## config.mk

```make
export PLATFORM = sky130hd
export DESIGN_NAME = display_scan_mux
export DESIGN_NICKNAME = d
export VERILOG_FILES = /design/src/rtl/display_pkg.sv /design/src/rtl/scan_prescaler.sv /design/src/rtl/display_scan_mux.sv
export SDC_FILE = /design/constraint.sdc
export NUM_CORES = 1
export LEC_CHECK = 0
export CAP_MARGIN = 20
export CORE_MARGIN = 8
export CORE_UTILIZATION = 55
export DETAILED_ROUTE_END_ITERATION = 16
export PLACE_DENSITY = 0.84
export REMOVE_ABC_BUFFERS = 1
export SKIP_LAST_GASP = 1
export SLEW_MARGIN = 10
export SYNTH_ARGS = -nofsm -noshare
export SYNTH_HDL_FRONTEND = slang
export SYNTH_HIERARCHICAL = 1
export SYNTH_SLANG_ARGS = --single-unit
```

## constraint.sdc

```tcl
create_clock -name i_clk -period 3.1 [get_ports i_clk]
set_input_delay 0.465 -clock i_clk [delete_from_list [all_inputs] [get_ports i_clk]]
set_output_delay 0.465 -clock i_clk [all_outputs]
set_load 0.05 [all_outputs]
```

## src/rtl/display_pkg.sv

```systemverilog
// Shared constants and helpers for the multiplexed 7-segment scan driver.
package display_pkg;

  localparam int N_DIGITS_DEF = 4;
  localparam int MAX_DIGITS   = 8;

  localparam logic [MAX_DIGITS-1:0] ALL_OFF = '1;

  // Index width for a digit counter; never narrower than one bit.
  function automatic int clog2(input int n);
    return (n <= 2) ? 1 : $clog2(n);
  endfunction

  function automatic logic [MAX_DIGITS-1:0] onehot_n(input logic [2:0] idx);
    return ~(MAX_DIGITS'(1) << idx);
  endfunction

endpackage

```

## src/rtl/scan_prescaler.sv

```systemverilog
// Modulo-PRESCALE slot counter; flags the last cycle of a slot and the
// leading dead-time window in which every digit must be off.
module scan_prescaler #(
  parameter int PRESCALE = 50000,
  parameter int DEAD     = 500
) (
  input  logic clk,
  input  logic rst_n,
  input  logic enable,
  output logic wrap,
  output logic in_dead
);

  localparam int CW = $clog2(PRESCALE);
  localparam logic [CW-1:0] LAST = CW'(PRESCALE - 1);

  logic [CW-1:0] count;

  always_ff @(posedge clk or negedge rst_n) begin
    if (!rst_n) begin
      count <= '0;
    end else if (enable) begin
      count <= (count == LAST) ? '0 : count + CW'(1);
    end
  end

  assign wrap = enable && (count == LAST);

  generate
    if (DEAD == 0) begin : g_no_dead
      assign in_dead = 1'b0;
    end else begin : g_dead
      assign in_dead = (count < CW'(DEAD));
    end
  endgenerate

endmodule

```

## src/rtl/display_scan_mux.sv

```systemverilog
// Scan driver for a common-anode multi-digit 7-segment display: tear-free
// value updates at frame boundaries, blanking, leading-zero suppression.
module display_scan_mux
  import display_pkg::*;
#(
  parameter int N_DIGITS = N_DIGITS_DEF,
  parameter int PRESCALE = 50000,
  parameter int DEAD     = 500
) (
  input  logic                         i_clk,
  input  logic                         i_rst_n,
  input  logic                         i_enable,
  input  logic [4*N_DIGITS-1:0]        i_value,
  input  logic                         i_load,
  input  logic [N_DIGITS-1:0]          i_blank_mask,
  input  logic                         i_lz_en,
  output logic [3:0]                   o_bits,
  output logic [N_DIGITS-1:0]          o_digit_en_n,
  output logic [clog2(N_DIGITS)-1:0]   o_digit_idx,
  output logic                         o_frame_tick
);

  localparam int IW = clog2(N_DIGITS);
  localparam int VW = 4 * N_DIGITS;
  localparam logic [IW-1:0] LAST_IDX = IW'(N_DIGITS - 1);

  logic                wrap;
  logic                in_dead;
  logic                boundary;
  logic [IW-1:0]       idx;
  logic [VW-1:0]       disp;
  logic [VW-1:0]       shadow;
  logic                pending;
  logic                wrapped;
  logic [N_DIGITS-1:0] lz_dark;
  logic [3:0]          cur_nib;
  logic                dark;

  scan_prescaler #(
    .PRESCALE (PRESCALE),
    .DEAD     (DEAD)
  ) u_prescaler (
    .clk     (i_clk),
    .rst_n   (i_rst_n),
    .enable  (i_enable),
    .wrap    (wrap),
    .in_dead (in_dead)
  );

  assign boundary = wrap && (idx == LAST_IDX);

  always_ff @(posedge i_clk or negedge i_rst_n) begin
    if (!i_rst_n) begin
      idx     <= '0;
      disp    <= '0;
      shadow  <= '0;
      pending <= 1'b0;
      wrapped <= 1'b0;
    end else begin
      wrapped <= boundary;
      if (wrap) begin
        idx <= boundary ? '0 : idx + IW'(1);
      end
      if (i_load) begin
        shadow <= i_value;
      end
      // A load landing on the boundary cycle bypasses the shadow so it is not lost.
      if (!i_enable && i_load) begin
        disp    <= i_value;
        pending <= 1'b0;
      end else if (boundary && (i_load || pending)) begin
        disp    <= i_load ? i_value : shadow;
        pending <= 1'b0;
      end else if (i_load) begin
        pending <= 1'b1;
      end
    end
  end

  // Digit k is a leading zero when it and every digit above it are zero.
  always_comb begin : lz_calc
    logic zero_above;
    lz_dark    = '0;
    zero_above = 1'b1;
    for (int k = N_DIGITS - 1; k > 0; k--) begin
      zero_above = zero_above && (disp[4*k +: 4] == 4'h0);
      lz_dark[k] = i_lz_en && zero_above;
    end
  end

  assign cur_nib = disp[{idx, 2'b00} +: 4];
  assign dark    = !i_enable || in_dead || i_blank_mask[idx] || lz_dark[idx];

  always_ff @(posedge i_clk or negedge i_rst_n) begin
    if (!i_rst_n) begin
      o_bits       <= 4'h0;
      o_digit_en_n <= N_DIGITS'(ALL_OFF);
      o_digit_idx  <= '0;
      o_frame_tick <= 1'b0;
    end else begin
      o_bits       <= cur_nib;
      o_digit_en_n <= dark ? N_DIGITS'(ALL_OFF) : N_DIGITS'(onehot_n(3'(idx)));
      o_digit_idx  <= idx;
      o_frame_tick <= wrapped && i_enable;
    end
  end

endmodule

```

* Word level (Yosys, flattened, before mapping)
Cells that the tools add are included.
** Word-level totals
- Logic and storage cells :: 52
- Latch bits :: 0
- Memories :: 0
- Output and inout bits :: 11
- Input bits :: 25
- Memory bits (writable) :: 0
- Register bits :: 63
- ROM bits :: 0
** Cells by class
- Add/subtract/negate cells :: 2
- Divide/modulo/power cells :: 0
- Magnitude comparators :: 2
- Multipliers :: 0
- Reductions and logical operators :: 20
- Shift operators :: 2
- Mux-type cells :: 13
- Bitwise operators :: 1
- Eq/ne operators :: 2
** Operators with widths (number)
- $mux 16 :: 4
- $add 16x1->16 const B :: 1
- $eq 16x16->1 const B :: 1
- $lt 16x9->1 const B :: 1
- $shiftx 16x5->4 :: 1
- $logic_not 4->1 :: 3
- $logic_and 1x1->1 :: 10
- $mux 1 :: 5
- $bmux 1 s2 :: 2
- $logic_or 1x1->1 :: 4
- $mux 4 :: 1
- $not 4->4 :: 1
- $shl 1x2->4 const A :: 1
- $lt 2x3->1 const B :: 1
- $reduce_bool 3->1 :: 1
- $add 2x1->2 const B :: 1
- $eq 2x2->1 const B :: 1
- $mux 2 :: 1
- $reduce_bool 2->1 :: 1
- $logic_not 1->1 :: 1

* Longest topological paths before layout
Gate-level depths: netlist (run 1).
- Depth after elaboration :: 8
- Depth in mapped cells :: 7
- Gate-level depth less buffers :: 6

* Cells and area by module
The synthesis (run 1) kept the hierarchy.
** By module, submodules not included
- display_scan_mux :: area an instance 1984.4 um^2, instances 1, cells each 122, seq. area each 1181.1 um^2
- scan_prescaler :: area an instance 847.1 um^2, instances 1, cells each 84, seq. area each 400.4 um^2

* Least setup slack after synthesis (run 1)
Ideal clock, no wire load.
- Kind :: reg2reg
- From :: reg u_prescaler.count[13]
- To :: reg disp[10]
- Stages on the path, launching flop included :: 7
- Required time :: 2975 ps
- Arrival :: 2195 ps
- Slack :: 780 ps
- Cells stage by stage :: dfrtp_1 or4_4 nor4_4 o211ai_4 o21ai_4 buf_8 mux2_4
** On the way
- Longest elaborated chain between the ends :: 5
** Ends and longest elaborated chain
- start, declared :: line scan_prescaler.sv:17 : logic [CW-1:0] count;
- start signal, assigned :: line scan_prescaler.sv:23 : count <= (count == LAST) ? '0 : count + CW'(1);
- $eq 16x16->1 :: line scan_prescaler.sv:27 : assign wrap = enable && (count == LAST);
- $logic_and 1x1->1 :: line scan_prescaler.sv:27
- via wrap :: line display_scan_mux.sv:27 : logic wrap;
- $logic_and 1x1->1 :: line display_scan_mux.sv:50 : assign boundary = wrap && (idx == LAST_IDX);
- $logic_and 1x1->1 :: line display_scan_mux.sv:71 : end else if (boundary && (i_load || pending)) begin
- $reduce_bool 2->1 (no source line)
- end signal, assigned :: line display_scan_mux.sv:69 : disp <= i_value;
- end signal, assigned :: line display_scan_mux.sv:72 : disp <= i_load ? i_value : shadow;
- end, declared :: line display_scan_mux.sv:31 : logic [VW-1:0] disp;
The timed path passes the listed nets, and every way through them passes these cells.
A chain may end at the register's enable or synchronous reset.

* Worst setup path in the final report (run 1)
- From :: reg u_prescaler.count[13]
- To :: reg disp[1]
Same word-level chain as after synthesis.

==> results.ini, run 1 <==
[synth]
ys_warn_count=6
synth_top_area_frac=0.521
ys_seq_area_frac=0.559
synth_edf_count=0
netlist_instances=206
synth_top_cell_by_area=dfrtp_1
yosys_most_used_dff=dfrtp_1
synth_area_um2=2830
synth_area_per_cell_um2=13.7
synth_cell_types=46
synthArstFlopShare=1.00
ys_top_cells_by_area=dfrtp_1 52%, mux2_2 9.5%, mux2_4 5.3%, dfstp_2 3.7%, mux4_2 3.2%
ys_seq_elements=63

[global_route]
grt_pass1_wl_mm=8.83
grt_max_degree=36
grt_usage=0.155
grt_pass1_vias=1746
grt_antenna_before_repair=0
grt-ovfl-total=0

[cts]
ctsHoldBuffers=0
ctsResizeCount=0
cts_made_buffers=9
htreeDepth=3
path_clk_slew_ns=0.07
cts.path.max_buffers=2
cts_root_buffer=clkbuf_8
postCtsSetupRepairBufs=0
cts_tree=done
clock-sinks=63
insertion_delay_ns=0.34

[sta]
final-setup-viol-count=0
layout_min_cycle_time_ns=2.32
max_freq_mhz=431
fin_skew_ns=0.0102
tightest_slew_ns=0.751
final_max_slew_viol_count=0
relSlewSlack=0.500
period_share=0.748
setup_tns_ns=0
hold_ws_ns=0.188
rsz0062_at_grt=no
finalHoldViolCount=0

[die]
die_height_um=87.8
die-width_um=87.8
start_util=0.562
core_area_um2=5040
io_pins=36
design.die.area_um2=7700
rows=26

[worst_setup_path]
crit_path_max_fanout=16
critPathKind=reg -> reg
crit_path_end_kind=flop
worst_ep_required_time_ns=3.32
cp.arrival_ns=2.54
worstSetupStartpointType=flop

[routing]
drc=0
vias_per_cell=5.36
drtIter0Drc=79
wl_mm=5.25
first_pass_iters=4
drt-wirelength-per-cell_um=16.1
num_vias=1746
antenna_left=0

[pwr]
p_leak_nw=1.48
p_per_area_nw_per_um2=595
ir_drop_mv=0.300

[finish]
drive_gt1_frac=0.270
seq_area_um2=1580
fin_util=0.683
multiInputGateArea_um2=1160
final_nets=281
area_delta_synth_final_pct=21.6
fin_cells=326
fillCellCount=360
diodes=0
final_cell_area_um2=3440

[outcome]
status=finished clean

[placement]
dp_cells=310
io_buffers=35
place_area_um2=3240
place_hpwl_mm=3.84
gp_congestion=0.873

[job]
drv_cap=0

[min_path]
hold_class=in -> async

[cell usage in the layout (no fill, tap or decap), types with 2 or more instances in the layout]
cell type and n:
a21oi_1 4, and2_1 3, buf_4 5, clkbuf_1 2
clkbuf_8 11, clkdlybuf4s50_1 34, dfrtp_1 59, dfstp_2 4
ha_1 5, inv_1 8, mux2_2 24, mux2_4 10
mux2i_1 2, mux4_2 4, nand2_1 12, nand2b_1 3
nand3_1 4, nand4_1 4, nor2_1 6, nor3_1 4
nor4_1 3, o2111ai_1 4, o211ai_1 2, o21ai_0 6
or3_1 2, xnor2_1 4, xor2_1 4
[sequential cells by signal, indices dropped and copies added, names as in the netlist]
signal,count
disp,16
shadow,16
u_prescaler/count,16
o_bits,4
o_digit_en_n,4
idx,2
o_digit_idx,2
o_frame_tick,1
pending,1
wrapped,1
[final timing paths]
check	startpoint	end	slack, ns	cells after the start
setup / recovery	u_prescaler/count[13]	disp[1]	0.78	5
hold / removal	i_rst_n	o_bits[2]	0.19	1
setup reg to reg	u_prescaler/count[13]	disp[1]	0.78	5
hold reg to reg	wrapped	o_frame_tick	0.50	1
max in group asynchronous	i_rst_n	o_digit_en_n[3]	2.16	2
min in group i_clk	wrapped	o_frame_tick	0.50	1
[worst max-delay path: stages (launching register included)]
cell      delay, ns
dfrtp_1        0.41
or4_4          0.58
nor4_4         0.40
o211ai_4       0.13
o21ai_4        0.27
mux2_2         0.41
[synth_stat cells (2+ instances only)]
cell,count
dfstp_2,4
ha_1,5
a21oi_1,4
mux2_4,10
inv_1,8
nand3_1,4
mux2_2,24
dfrtp_1,59
nor2_1,6
nor3_1,4
nand2b_1,3
o211ai_1,2
o2111ai_1,4
nor4_1,3
buf_6,3
and2_1,3
nand2_1,12
mux4_2,4
xor2_1,4
xnor2_1,4
o21ai_0,6
nand4_1,4
or3_1,2
mux2i_1,2
[through the flow]
| step | total power, mW | setup WS (ns) |
|---|---|---|
| finish | 2.05 | 0.782 |
| global route | 2.15 | 0.728 |
| CTS | 2.07 | 0.794 |
| detailed placement | 1.35 | 0.651 |
| global placement | 1.34 | 0.677 |
| floorplan | 1.22 | 0.777 |
[logic make-up after synthesis]
group,synth area share
DFF,0.559
and+or+nand+nor,0.108
xor gates and xnor gates,0.0247
AOI/OAI and AO/OA,0.0667
buffers and inverters,0.0323
adders and majority gates,0.0221
muxes,0.187
[where the power goes]
| group | internal (mW) | switching, mW | total, mW |
|---|---|---|---|
| registers | 0.930 | 0.0923 | 1.02 |
| clock network | 0.414 | 0.296 | 0.710 |
| logic | 0.172 | 0.145 | 0.317 |
[per-layer routing]
metal,GRT usage,vias up,wire [um]
li1,-,838,-
met1,0.195,854,2350
met2,0.232,43,2550
met3,0.0469,11,227
met4,0.0875,0,120
met5,0,-,0
[layout make-up]
cell class | count | area share
flip-flops and latches | 63 | 0.459
clock buffers | 13 | 0.0462
repair buffers | 40 | 0.111
multi-input cells | 129 | 0.337
inverters | 8 | 0.00872
clock inverters | 3 | 0.0124
well taps | 70 | 0.0254
Power figures use the tool's default switching activity.
==> inputs of run 2 (changes only) <==
--- a/config.mk
+++ b/config.mk
@@ -7,9 +7,9 @@
 export LEC_CHECK = 0
 export CAP_MARGIN = 20
 export CORE_MARGIN = 8
-export CORE_UTILIZATION = 55
+export CORE_UTILIZATION = 49
 export DETAILED_ROUTE_END_ITERATION = 16
-export PLACE_DENSITY = 0.84
+export PLACE_DENSITY = 0.8
 export REMOVE_ABC_BUFFERS = 1
 export SKIP_LAST_GASP = 1
 export SLEW_MARGIN = 10
==> constraint.sdc (replaced) <==
create_clock -name i_clk -period 2.1 [get_ports i_clk]
set_input_delay 0.315 -clock i_clk [delete_from_list [all_inputs] [get_ports i_clk]]
set_output_delay 0.315 -clock i_clk [all_outputs]
set_load 0.05 [all_outputs]
==> run 2 against run 1 <==
Net effect: the flow now finishes with violations (negative setup slack); cell count grew 10%; register-to-register slack lost 0.82 ns; setup slack lost 0.82 ns; critical path depth grew 1; combinational power grew 100%; cell area grew 8.7%; sequential share of layout area shrank 3.7 points; global-route usage shrank 0.32 points; utilization shrank 0.76 points; power grew 53%; critical path type unchanged; highest routed layer unchanged.
==> results.ini, run 2 (synthesis results as in run 1) <==
[outcome]
status=finished with violations
violations=negative setup slack

[sta]
setup_ws_ns=-0.0337
final_max_slew_viol_count=0
rsz0062_at_grt=yes
final-setup-viol-count=16
finalHoldViolCount=0
tightest_slew_ns=0.506
layout_min_cycle_time_ns=2.13
period_share=1.02
relSlewSlack=0.661
fin_skew_ns=0.00991
max_freq_mhz=469

[die]
start_util=0.511
die_height_um=92.0
io_pins=36
core_area_um2=5540
rows=27
design.die.area_um2=8470
die-width_um=92.0

[cts]
cts.path.max_buffers=2
insertion_delay_ns=0.34
path_clk_slew_ns=0.07
cts_made_buffers=9
htreeDepth=3
cts_tree=done
cts_root_buffer=clkbuf_8
clock-sinks=63

[worst_setup_path]
path_cells=or4_4 > nor4_4 > o211ai_4 > o21ai_4 > buf_12 > mux2_4
cp.arrival_ns=2.36
max_stage_delay_ns=0.56
cpMaxStageDelayCell=or4_4
crit_path_max_fanout=7
crit_path_end_kind=flop
worstSetupStartpointType=flop
critPathKind=reg -> reg
worst_ep_required_time_ns=2.33
r2r_setup_slack_ns=-0.03
crit_buf_inv=1
crit_family=simple AND/OR/NAND/NOR gates

[finish]
fillCellCount=393
final_cell_area_um2=3740
final_nets=312
layout_common_cells=59 x dfrtp_1, 34 x clkdlybuf4s50_1, 31 x buf_4
largest_registers=disp (16), shadow (16), u_prescaler/count (16)
multiInputGateArea_um2=1180
layout_commonest_cell=dfrtp_1
drive_gt1_frac=0.352
diodes=0
area_delta_synth_final_pct=32.1
seq_area_um2=1580
fin_cells=359

[placement]
place_area_um2=3480
place_hpwl_mm=4.22
io_buffers=35
gp_congestion=0.818
dp_cells=339

[routing]
wl_mm=5.79
drt-wirelength-per-cell_um=16.1
drc=0
antenna_left=0
first_pass_iters=4
drtIter0Drc=85
vias_per_cell=5.34
num_vias=1918

[job]
drv_cap=0

[global_route]
grt_pass1_wl_mm=10.1
grt_max_degree=64
grt_pass1_vias=2039
grt_usage=0.152
grt-ovfl-total=0
grt_antenna_before_repair=0

[pwr]
fin_total_pwr_mw=3.13
p_per_area_nw_per_um2=838
ir_drop_mv=0.463
p_leak_nw=1.64

[min_path]
hold_class=reg -> reg

## run 2: changes by cell type in the layout (fill, tap and decap cells not counted), sizes merged
cell | before | now
buf | 6 | 36
clkbuf | 13 | 9
dlygate4sd3 | 0 | 1
clkinv | 1 | 2
clkinvlp | 1 | 4
## run 2: stage by stage
stage | hold slack, ns | setup TNS [ns] | utilization | setup slack, ns
finish | 0.454 | -0.383 | 0.675 | -0.0337
CTS | 0.458 | -0.250 | 0.672 | -0.0253
global route | 0.465 | -1.14 | 0.675 | -0.0838
global placement | 0.345 | -1.68 | 0.629 | -0.120
floorplan | 0.0194 | -3.08 | - | -0.223
detailed placement | 0.350 | -2.02 | 0.629 | -0.146
## run 2: what timing repair did
item,4_1_cts,5_1_grt
setup buffers,1,2
gates resized for setup,7,0
setup endpoints to repair,16,16
hold buffers,1,0
pin swaps,4,1
hold endpoints to repair,59,0
## run 2: final timing paths
kind / from / endpoint / cells after the start
setup / recovery: u_prescaler/count[11] / disp[1] / 6
hold / removal: wrapped / o_frame_tick / 1
setup reg to reg: u_prescaler/count[11] / disp[1] / 6
hold reg to reg: wrapped / o_frame_tick / 1
max in group asynchronous: i_rst_n / o_digit_en_n[3] / 3
min in group asynchronous: i_rst_n / shadow[10] / 3
## run 2: power breakdown
group	switching, mW	internal [mW]	total, mW
Clock	0.482	0.546	1.03
Combinational	0.293	0.350	0.643
Sequential	0.0912	1.37	1.46
Total	0.867	2.27	3.13
## run 2: area by class of cell
type	instances	share of cell area
Tap cell	72	0.0241
Sequential cell	63	0.423
Clock inverter	7	0.0197
Clock buffer	9	0.0331
Multi-Input combinational cell	129	0.316
Timing Repair Buffer	71	0.176
Inverter	8	0.00803
## run 2: worst register-to-register path: stages (launching register included)
cell	delay [ns]
dfrtp_1	0.38
or4_4	0.56
nor4_4	0.37
o211ai_4	0.12
o21ai_4	0.12
buf_12	0.17
mux2_4	0.30
## run 2: per-layer routing
metal | part of all wire | up-vias | track usage
li1 | - | 898 | -
met1 | 0.42 | 960 | 0.178
met2 | 0.50 | 45 | 0.237
met3 | 0.044 | 15 | 0.0465
met4 | 0.033 | 0 | 0.0980
met5 | 0 | - | 0
==> inputs of run 3 (changes only) <==
--- a/config.mk
+++ b/config.mk
@@ -17,3 +17,4 @@
 export SYNTH_HDL_FRONTEND = slang
 export SYNTH_HIERARCHICAL = 1
 export SYNTH_SLANG_ARGS = --single-unit
+export TNS_END_PERCENT = 50
==> results of run 3 <==
The final DEF is identical to that of run 2; final timing and power are the same.
